**src/rtl/uart_tx_arbiter_if.sv**
```systemverilog
// Requester, UART-control and completion-report signals of uart_tx_arbiter.
// The slave modport is the arbiter's view; master is the surrounding system.
interface uart_tx_arbiter_if #(
  parameter int NREQ = 4
);
  localparam int IDW = $clog2(NREQ);

  logic [NREQ-1:0]   req_valid;
  logic [NREQ*8-1:0] req_data;
  logic [NREQ-1:0]   req_ready;

  logic [16:0] cfg_baud;
  logic [3:0]  cfg_length;
  logic        cfg_parity_en;
  logic        cfg_parity_type;
  logic        cfg_stop2;

  logic        tx_start;
  logic [7:0]  tx_data;
  logic [16:0] baud;
  logic [3:0]  length;
  logic        parity_en;
  logic        parity_type;
  logic        stop2;
  logic        tx_done;
  logic        tx_err;

  logic           done_valid;
  logic [IDW-1:0] done_id;
  logic           done_err;
  logic           timeout;
  logic           busy;

  modport slave (
    input  req_valid, req_data, cfg_baud, cfg_length, cfg_parity_en,
           cfg_parity_type, cfg_stop2, tx_done, tx_err,
    output req_ready, tx_start, tx_data, baud, length, parity_en, parity_type,
           stop2, done_valid, done_id, done_err, timeout, busy
  );

  modport master (
    output req_valid, req_data, cfg_baud, cfg_length, cfg_parity_en,
           cfg_parity_type, cfg_stop2, tx_done, tx_err,
    input  req_ready, tx_start, tx_data, baud, length, parity_en, parity_type,
           stop2, done_valid, done_id, done_err, timeout, busy
  );
endinterface

```
**src/rtl/uart_tx_arbiter.sv**
```systemverilog
// Round-robin sharing of one UART TX among NREQ byte requesters; accept->tx_start 1 cycle, tx_done->report 1 cycle.
// Requesters are held off (req_ready=0) while a frame is in START/WAIT; a watchdog aborts frames with no tx_done.
module uart_tx_arbiter #(
  parameter int NREQ       = 4,
  parameter int TMO_CYCLES = 1000000,
  parameter int IDW        = $clog2(NREQ)
) (
  input logic             clk,
  input logic             rst,
  uart_tx_arbiter_if.slave bus
);
  localparam int             WDW    = $clog2(TMO_CYCLES);
  localparam logic [IDW:0]   NREQ_W = (IDW+1)'(NREQ);
  localparam logic [WDW-1:0] WD_MAX = WDW'(TMO_CYCLES - 1);

  typedef enum logic [1:0] {S_IDLE, S_START, S_WAIT} state_t;

  state_t         state_q, state_d;
  logic [IDW-1:0] last_q, last_d;
  logic [WDW-1:0] wdog_q, wdog_d;
  logic           tx_start_q, tx_start_d;
  logic [7:0]     tx_data_q, tx_data_d;
  logic [16:0]    baud_q, baud_d;
  logic [3:0]     length_q, length_d;
  logic           pe_q, pe_d, pt_q, pt_d, s2_q, s2_d;
  logic           done_valid_q, done_valid_d;
  logic [IDW-1:0] done_id_q, done_id_d;
  logic           done_err_q, done_err_d;
  logic           timeout_q, timeout_d;

  logic           gnt_vld;
  logic [IDW-1:0] gnt_id;
  logic [IDW:0]   sum;
  logic [IDW-1:0] cand;
  logic           accept;
  logic           wd_hit;

  // Walk from lowest to highest priority so the nearest requester after last_q wins.
  always_comb begin
    gnt_vld = 1'b0;
    gnt_id  = '0;
    sum     = '0;
    cand    = '0;
    for (int i = NREQ; i >= 1; i--) begin
      sum  = {1'b0, last_q} + (IDW+1)'(i);
      cand = (sum >= NREQ_W) ? IDW'(sum - NREQ_W) : IDW'(sum);
      if (bus.req_valid[cand]) begin
        gnt_vld = 1'b1;
        gnt_id  = cand;
      end
    end
  end

  assign accept = (state_q == S_IDLE) && gnt_vld;
  assign wd_hit = (wdog_q == WD_MAX);

  always_ff @(posedge clk or posedge rst) begin
    if (rst) state_q <= S_IDLE;
    else     state_q <= state_d;
  end

  always_comb begin
    state_d = state_q;
    case (state_q)
      S_IDLE:  if (accept) state_d = S_START;
      S_START: state_d = S_WAIT;
      S_WAIT:  if (bus.tx_done || wd_hit) state_d = S_IDLE;
      default: state_d = S_IDLE;
    endcase
  end

  always_comb begin
    tx_start_d   = 1'b0;
    tx_data_d    = tx_data_q;
    baud_d       = baud_q;
    length_d     = length_q;
    pe_d         = pe_q;
    pt_d         = pt_q;
    s2_d         = s2_q;
    last_d       = last_q;
    wdog_d       = wdog_q;
    done_valid_d = 1'b0;
    done_id_d    = done_id_q;
    done_err_d   = 1'b0;
    timeout_d    = 1'b0;
    case (state_q)
      S_IDLE: begin
        if (accept) begin
          tx_start_d = 1'b1;
          tx_data_d  = bus.req_data[{gnt_id, 3'b000} +: 8];
          baud_d     = bus.cfg_baud;
          length_d   = bus.cfg_length;
          pe_d       = bus.cfg_parity_en;
          pt_d       = bus.cfg_parity_type;
          s2_d       = bus.cfg_stop2;
          last_d     = gnt_id;
        end
      end
      S_START: wdog_d = '0;
      S_WAIT: begin
        wdog_d = wdog_q + WDW'(1);
        // tx_done on the threshold cycle still counts as a real completion.
        if (bus.tx_done) begin
          done_valid_d = 1'b1;
          done_id_d    = last_q;
          done_err_d   = bus.tx_err;
        end else if (wd_hit) begin
          done_valid_d = 1'b1;
          done_id_d    = last_q;
          done_err_d   = 1'b1;
          timeout_d    = 1'b1;
        end
      end
      default: ;
    endcase
  end

  always_ff @(posedge clk or posedge rst) begin
    if (rst) begin
      last_q       <= IDW'(NREQ - 1);
      wdog_q       <= '0;
      tx_start_q   <= 1'b0;
      tx_data_q    <= '0;
      baud_q       <= '0;
      length_q     <= '0;
      pe_q         <= 1'b0;
      pt_q         <= 1'b0;
      s2_q         <= 1'b0;
      done_valid_q <= 1'b0;
      done_id_q    <= '0;
      done_err_q   <= 1'b0;
      timeout_q    <= 1'b0;
    end else begin
      last_q       <= last_d;
      wdog_q       <= wdog_d;
      tx_start_q   <= tx_start_d;
      tx_data_q    <= tx_data_d;
      baud_q       <= baud_d;
      length_q     <= length_d;
      pe_q         <= pe_d;
      pt_q         <= pt_d;
      s2_q         <= s2_d;
      done_valid_q <= done_valid_d;
      done_id_q    <= done_id_d;
      done_err_q   <= done_err_d;
      timeout_q    <= timeout_d;
    end
  end

  assign bus.req_ready   = accept ? (NREQ'(1) << gnt_id) : '0;
  assign bus.busy        = (state_q != S_IDLE);
  assign bus.tx_start    = tx_start_q;
  assign bus.tx_data     = tx_data_q;
  assign bus.baud        = baud_q;
  assign bus.length      = length_q;
  assign bus.parity_en   = pe_q;
  assign bus.parity_type = pt_q;
  assign bus.stop2       = s2_q;
  assign bus.done_valid  = done_valid_q;
  assign bus.done_id     = done_id_q;
  assign bus.done_err    = done_err_q;
  assign bus.timeout     = timeout_q;
endmodule

```
**src/flat_wrapper.sv**
```systemverilog
// flat-port wrapper written by rule: the top's interface ports become plain ports
module uart_tx_arbiter_flat 
#(
  parameter int NREQ       = 4,
  parameter int TMO_CYCLES = 1000000,
  parameter int IDW        = $clog2(NREQ)
)
  (clk, rst, bus_req_valid, bus_req_data, bus_cfg_baud, bus_cfg_length, bus_cfg_parity_en, bus_cfg_parity_type, bus_cfg_stop2, bus_tx_done, bus_tx_err, bus_req_ready, bus_tx_start, bus_tx_data, bus_baud, bus_length, bus_parity_en, bus_parity_type, bus_stop2, bus_done_valid, bus_done_id, bus_done_err, bus_timeout, bus_busy);
  uart_tx_arbiter_if #(.NREQ(NREQ)) bus_i ();
  input logic clk;
  input logic rst;
  input wire logic [$bits(bus_i.req_valid)-1:0] bus_req_valid;
  input wire logic [$bits(bus_i.req_data)-1:0] bus_req_data;
  input wire logic [$bits(bus_i.cfg_baud)-1:0] bus_cfg_baud;
  input wire logic [$bits(bus_i.cfg_length)-1:0] bus_cfg_length;
  input wire logic [$bits(bus_i.cfg_parity_en)-1:0] bus_cfg_parity_en;
  input wire logic [$bits(bus_i.cfg_parity_type)-1:0] bus_cfg_parity_type;
  input wire logic [$bits(bus_i.cfg_stop2)-1:0] bus_cfg_stop2;
  input wire logic [$bits(bus_i.tx_done)-1:0] bus_tx_done;
  input wire logic [$bits(bus_i.tx_err)-1:0] bus_tx_err;
  output wire logic [$bits(bus_i.req_ready)-1:0] bus_req_ready;
  output wire logic [$bits(bus_i.tx_start)-1:0] bus_tx_start;
  output wire logic [$bits(bus_i.tx_data)-1:0] bus_tx_data;
  output wire logic [$bits(bus_i.baud)-1:0] bus_baud;
  output wire logic [$bits(bus_i.length)-1:0] bus_length;
  output wire logic [$bits(bus_i.parity_en)-1:0] bus_parity_en;
  output wire logic [$bits(bus_i.parity_type)-1:0] bus_parity_type;
  output wire logic [$bits(bus_i.stop2)-1:0] bus_stop2;
  output wire logic [$bits(bus_i.done_valid)-1:0] bus_done_valid;
  output wire logic [$bits(bus_i.done_id)-1:0] bus_done_id;
  output wire logic [$bits(bus_i.done_err)-1:0] bus_done_err;
  output wire logic [$bits(bus_i.timeout)-1:0] bus_timeout;
  output wire logic [$bits(bus_i.busy)-1:0] bus_busy;
  assign bus_i.req_valid = bus_req_valid;
  assign bus_i.req_data = bus_req_data;
  assign bus_i.cfg_baud = bus_cfg_baud;
  assign bus_i.cfg_length = bus_cfg_length;
  assign bus_i.cfg_parity_en = bus_cfg_parity_en;
  assign bus_i.cfg_parity_type = bus_cfg_parity_type;
  assign bus_i.cfg_stop2 = bus_cfg_stop2;
  assign bus_i.tx_done = bus_tx_done;
  assign bus_i.tx_err = bus_tx_err;
  assign bus_req_ready = bus_i.req_ready;
  assign bus_tx_start = bus_i.tx_start;
  assign bus_tx_data = bus_i.tx_data;
  assign bus_baud = bus_i.baud;
  assign bus_length = bus_i.length;
  assign bus_parity_en = bus_i.parity_en;
  assign bus_parity_type = bus_i.parity_type;
  assign bus_stop2 = bus_i.stop2;
  assign bus_done_valid = bus_i.done_valid;
  assign bus_done_id = bus_i.done_id;
  assign bus_done_err = bus_i.done_err;
  assign bus_timeout = bus_i.timeout;
  assign bus_busy = bus_i.busy;
  uart_tx_arbiter #(.NREQ(NREQ), .TMO_CYCLES(TMO_CYCLES), .IDW(IDW)) u_core (.clk(clk), .rst(rst), .bus(bus_i));
endmodule
```
**config.mk**
```make
export PLATFORM = sky130hd
export DESIGN_NAME = uart_tx_arbiter_flat
export DESIGN_NICKNAME = d
export VERILOG_FILES = /design/src/rtl/uart_tx_arbiter_if.sv /design/src/rtl/uart_tx_arbiter.sv /design/src/flat_wrapper.sv
export SDC_FILE = /design/constraint.sdc
export NUM_CORES = 1
export LEC_CHECK = 0
export BUFFER_PORTS_ARGS = -buffer_cell sky130_fd_sc_hd__buf_2
export CAP_MARGIN = 20
export CELL_PAD_IN_SITES_DETAIL_PLACEMENT = 0
export CELL_PAD_IN_SITES_GLOBAL_PLACEMENT = 2
export CORE_AREA = 2 2 101 103
export DETAILED_ROUTE_END_ITERATION = 8
export DIE_AREA = 0 0 103 105
export PLACE_DENSITY = 0.81
export SKIP_LAST_GASP = 1
export SLEW_MARGIN = 30
export SYNTH_ARGS = -nofsm -noshare
export SYNTH_HDL_FRONTEND = slang
export SYNTH_SLANG_ARGS = --single-unit
```
**constraint.sdc**
```tcl
create_clock -name clk -period 3.55 [get_ports clk]
set_input_delay 0.355 -clock clk [delete_from_list [all_inputs] [get_ports clk]]
set_output_delay 0.355 -clock clk [all_outputs]
set_load 0.1 [all_outputs]
```
==> results.ini <==
[placement]
globalplace.congestion = 0.726
dpl_cell_area_um2 = 3610
port_buffers = 106
dp_hpwl_mm = 5.09

[logic_synthesis]
netlist.area_leader.share_pct = 51.5
synth-seq-cells = 62
syn_avg_cell_area_um2 = 9.47
synth_cell_types = 41
synthCells = 308
synthTopCellsByArea = dfrtp_1 51%, nand2_1 13%, mux2i_1 5.8%
yosys_warnings = 0
seq_area_frac_synth_pct = 53.3
syn_area_um2 = 2920
synth_nets = 377
synth_area_leader_cell = dfrtp_1

[cells_and_area]
layout_commonest_cell = buf_2
syn_to_final_growth_pct = 30.6
utilization_pct = 39.5
drive_gt1_share_pct = 33.3
num_antenna_cells = 0
mostFrequentLayoutCells = 106 x buf_2, 101 x nand2_1, 60 x dfrtp_1
fin_area_um2 = 3810
nNetsFinal = 487
fillCellCount = 1041

[worst_setup_path]
path_max_fanout = 36
timing.rr.start = u_core.state_q[0]
worstReg2RegEnd = u_core.wdog_q[11]
r2r_cells = 7
start_kind = flip-flop
worstPathArrival_ns = 2.38
crit_path_end_kind = output port
cp.required_ns = 3.19
critical_path_class = reg2out
reg2reg_setup_slack_ns = 1.20

[cts]
cts_resized = 0
clock_latency_ns = 0.34
cts.sinks = 62
ctsHoldBuffers = 0
htreeDepth = 3
cts_root_buffer = clkbuf_8
cts_tree = built
cts-buffers-inserted = 9
post-cts-setup-buffers = 0
cts.reportedPaths.clkPinSlew_ns = 0.08
cts_max_path_buffers = 2

[global_route]
grt_pass1_vias = 2484
grt_overflow = 0
grt_pass1_wl_mm = 11.9
grt_usage_pct = 14.0
grt_max_degree = 45
antenna_found_initial = 0

[sta]
rsz0062_at_grt = no
skew_ns = 0.0111
max_slew.worst_pin.slew_ns = 0.605
finalHoldViolCount = 0
finalCritPeriodShare_pct = 76.9
fin_tns_setup_ns = 0
finalCriticalPeriod_ns = 2.73
maxSlewViolCount = 0
slew_headroom_pct = 59.3
fmax_mhz = 366
setup_viol = 0

[floorplanning]
die_w_um = 103
core-area_um2 = 9640
start_util_pct = 30.3
dieArea_um2 = 10800
rows = 36
dieHeight_um = 105
io_pins = 107

[job]
cap_viol_max_count = 0

[detailed_routing]
post-route-drc-count = 0
viasPerCell = 4.45
finalWirelength_mm = 7.05
dr.pass1.iters = 4
wl_per_cell_um = 12.7
vias = 2474
ant_nets = 0
drt_iter0_drc = 107

[status]
outcome = finished, final reports clean

[hold_path]
hold_path.class = in2async

[worst max-delay path by stage]
stage / from / slack (ns) / endpoint
final: u_core.state_q[0] / 0.82 / bus_req_ready[3]
after global routing: u_core.state_q[1] / 0.61 / bus_req_ready[1]
after CTS: u_core.state_q[0] / 0.78 / bus_req_ready[3]
after detailed placement: bus_req_valid[3] / 1.09 / bus_req_ready[3]
after global placement: bus_req_valid[2] / 1.13 / bus_req_ready[3]
after floorplan: u_core.state_q[0] / 0.58 / bus_req_ready[2]
[synth_stat cells]
library cell     count
nand3_1              7
nor4bb_1             1
mux2i_1             17
nand2b_1             4
dfstp_2              2
nand3_2              1
a32o_2               1
dfrtp_1             60
o21ai_0              6
ha_1                 5
o21a_1               1
nand2_1            101
inv_1               10
or2_2                1
clkinv_1             1
a21o_1               2
xor2_1              10
nor3_1               4
or3_1                1
and3_1               1
or2_4                1
o2bb2ai_1            1
nor4_1               4
buf_1                1
clkdlybuf4s50_2      1
o211ai_1             1
nor2_1              24
o221ai_1             9
o31ai_1              1
clkbuf_1             6
nand4_1              5
buf_2                4
a21oi_1              2
xnor2_1              3
a21oi_2              1
nor4b_1              1
mux2_2               2
or3_4                1
and3_2               1
mux2_1               2
a211oi_1             1
[worst max-delay path, stage by stage, from the launching register on]
cell and delay (ns):
dfrtp_1 0.40, inv_1 0.11, ha_1 0.20, nand2b_1 0.08
buf_4 0.25, or2_2 0.45, nor2_1 0.12, buf_2 0.43
[state kept, by name (all words and copies together), names as in the netlist]
register	count
u_core.bus.timeout	1
u_core.bus.done_err	1
u_core.bus.parity_en	1
u_core.bus.stop2	1
u_core.bus.tx_data	8
u_core.state_q	2
u_core.bus.length	4
u_core.wdog_q	20
u_core.bus.done_id	2
u_core.last_q	2
u_core.bus.parity_type	1
u_core.bus.baud	17
u_core.bus.tx_start	1
u_core.bus.done_valid	1
[kinds of logic after synthesis]
group | share of synthesized area [%]
AND/OR/NAND/NOR | 23.3
flip-flops | 53.3
AO/OA/AOI/OAI | 6.60
buffers and inverters | 3.39
multiplexers | 7.38
XOR/XNOR | 3.90
adder cells (fa/ha/maj) | 2.14
[stage by stage]
step	cells	hold slack, ns	setup slack [ns]
after floorplan	308	0.426	0.580
after global placement	540	0.454	1.13
after detailed placement	540	0.457	1.09
after CTS	556	0.0890	0.779
after global routing	556	0.115	0.606
final	556	0.0566	0.819
[area by class of cell]
cell class / instances / area (um^2) / area share (%)
Sequential cell: 62 / 1550 / 40.8
Multi-Input combinational cell: 223 / 1280 / 33.6
Timing Repair Buffer: 111 / 568 / 14.9
Tap cell: 133 / 166 / 4.37
Clock buffer: 9 / 124 / 3.25
Clock inverter: 7 / 75.1 / 1.97
Inverter: 11 / 43.8 / 1.15
[metal layers]
layer  up-vias  global-route usage [%]  part of all wire (%)
met1      1153                    18.3                    45
met4         0                    6.20                   1.8
met5         -                       0                     0
met2        65                    22.3                    49
met3        10                    2.41                   4.4
li1       1246                       -                     -
Power is not shown: default switching activity piles up to over one toggle a cycle in this logic, so the estimate is an artifact.
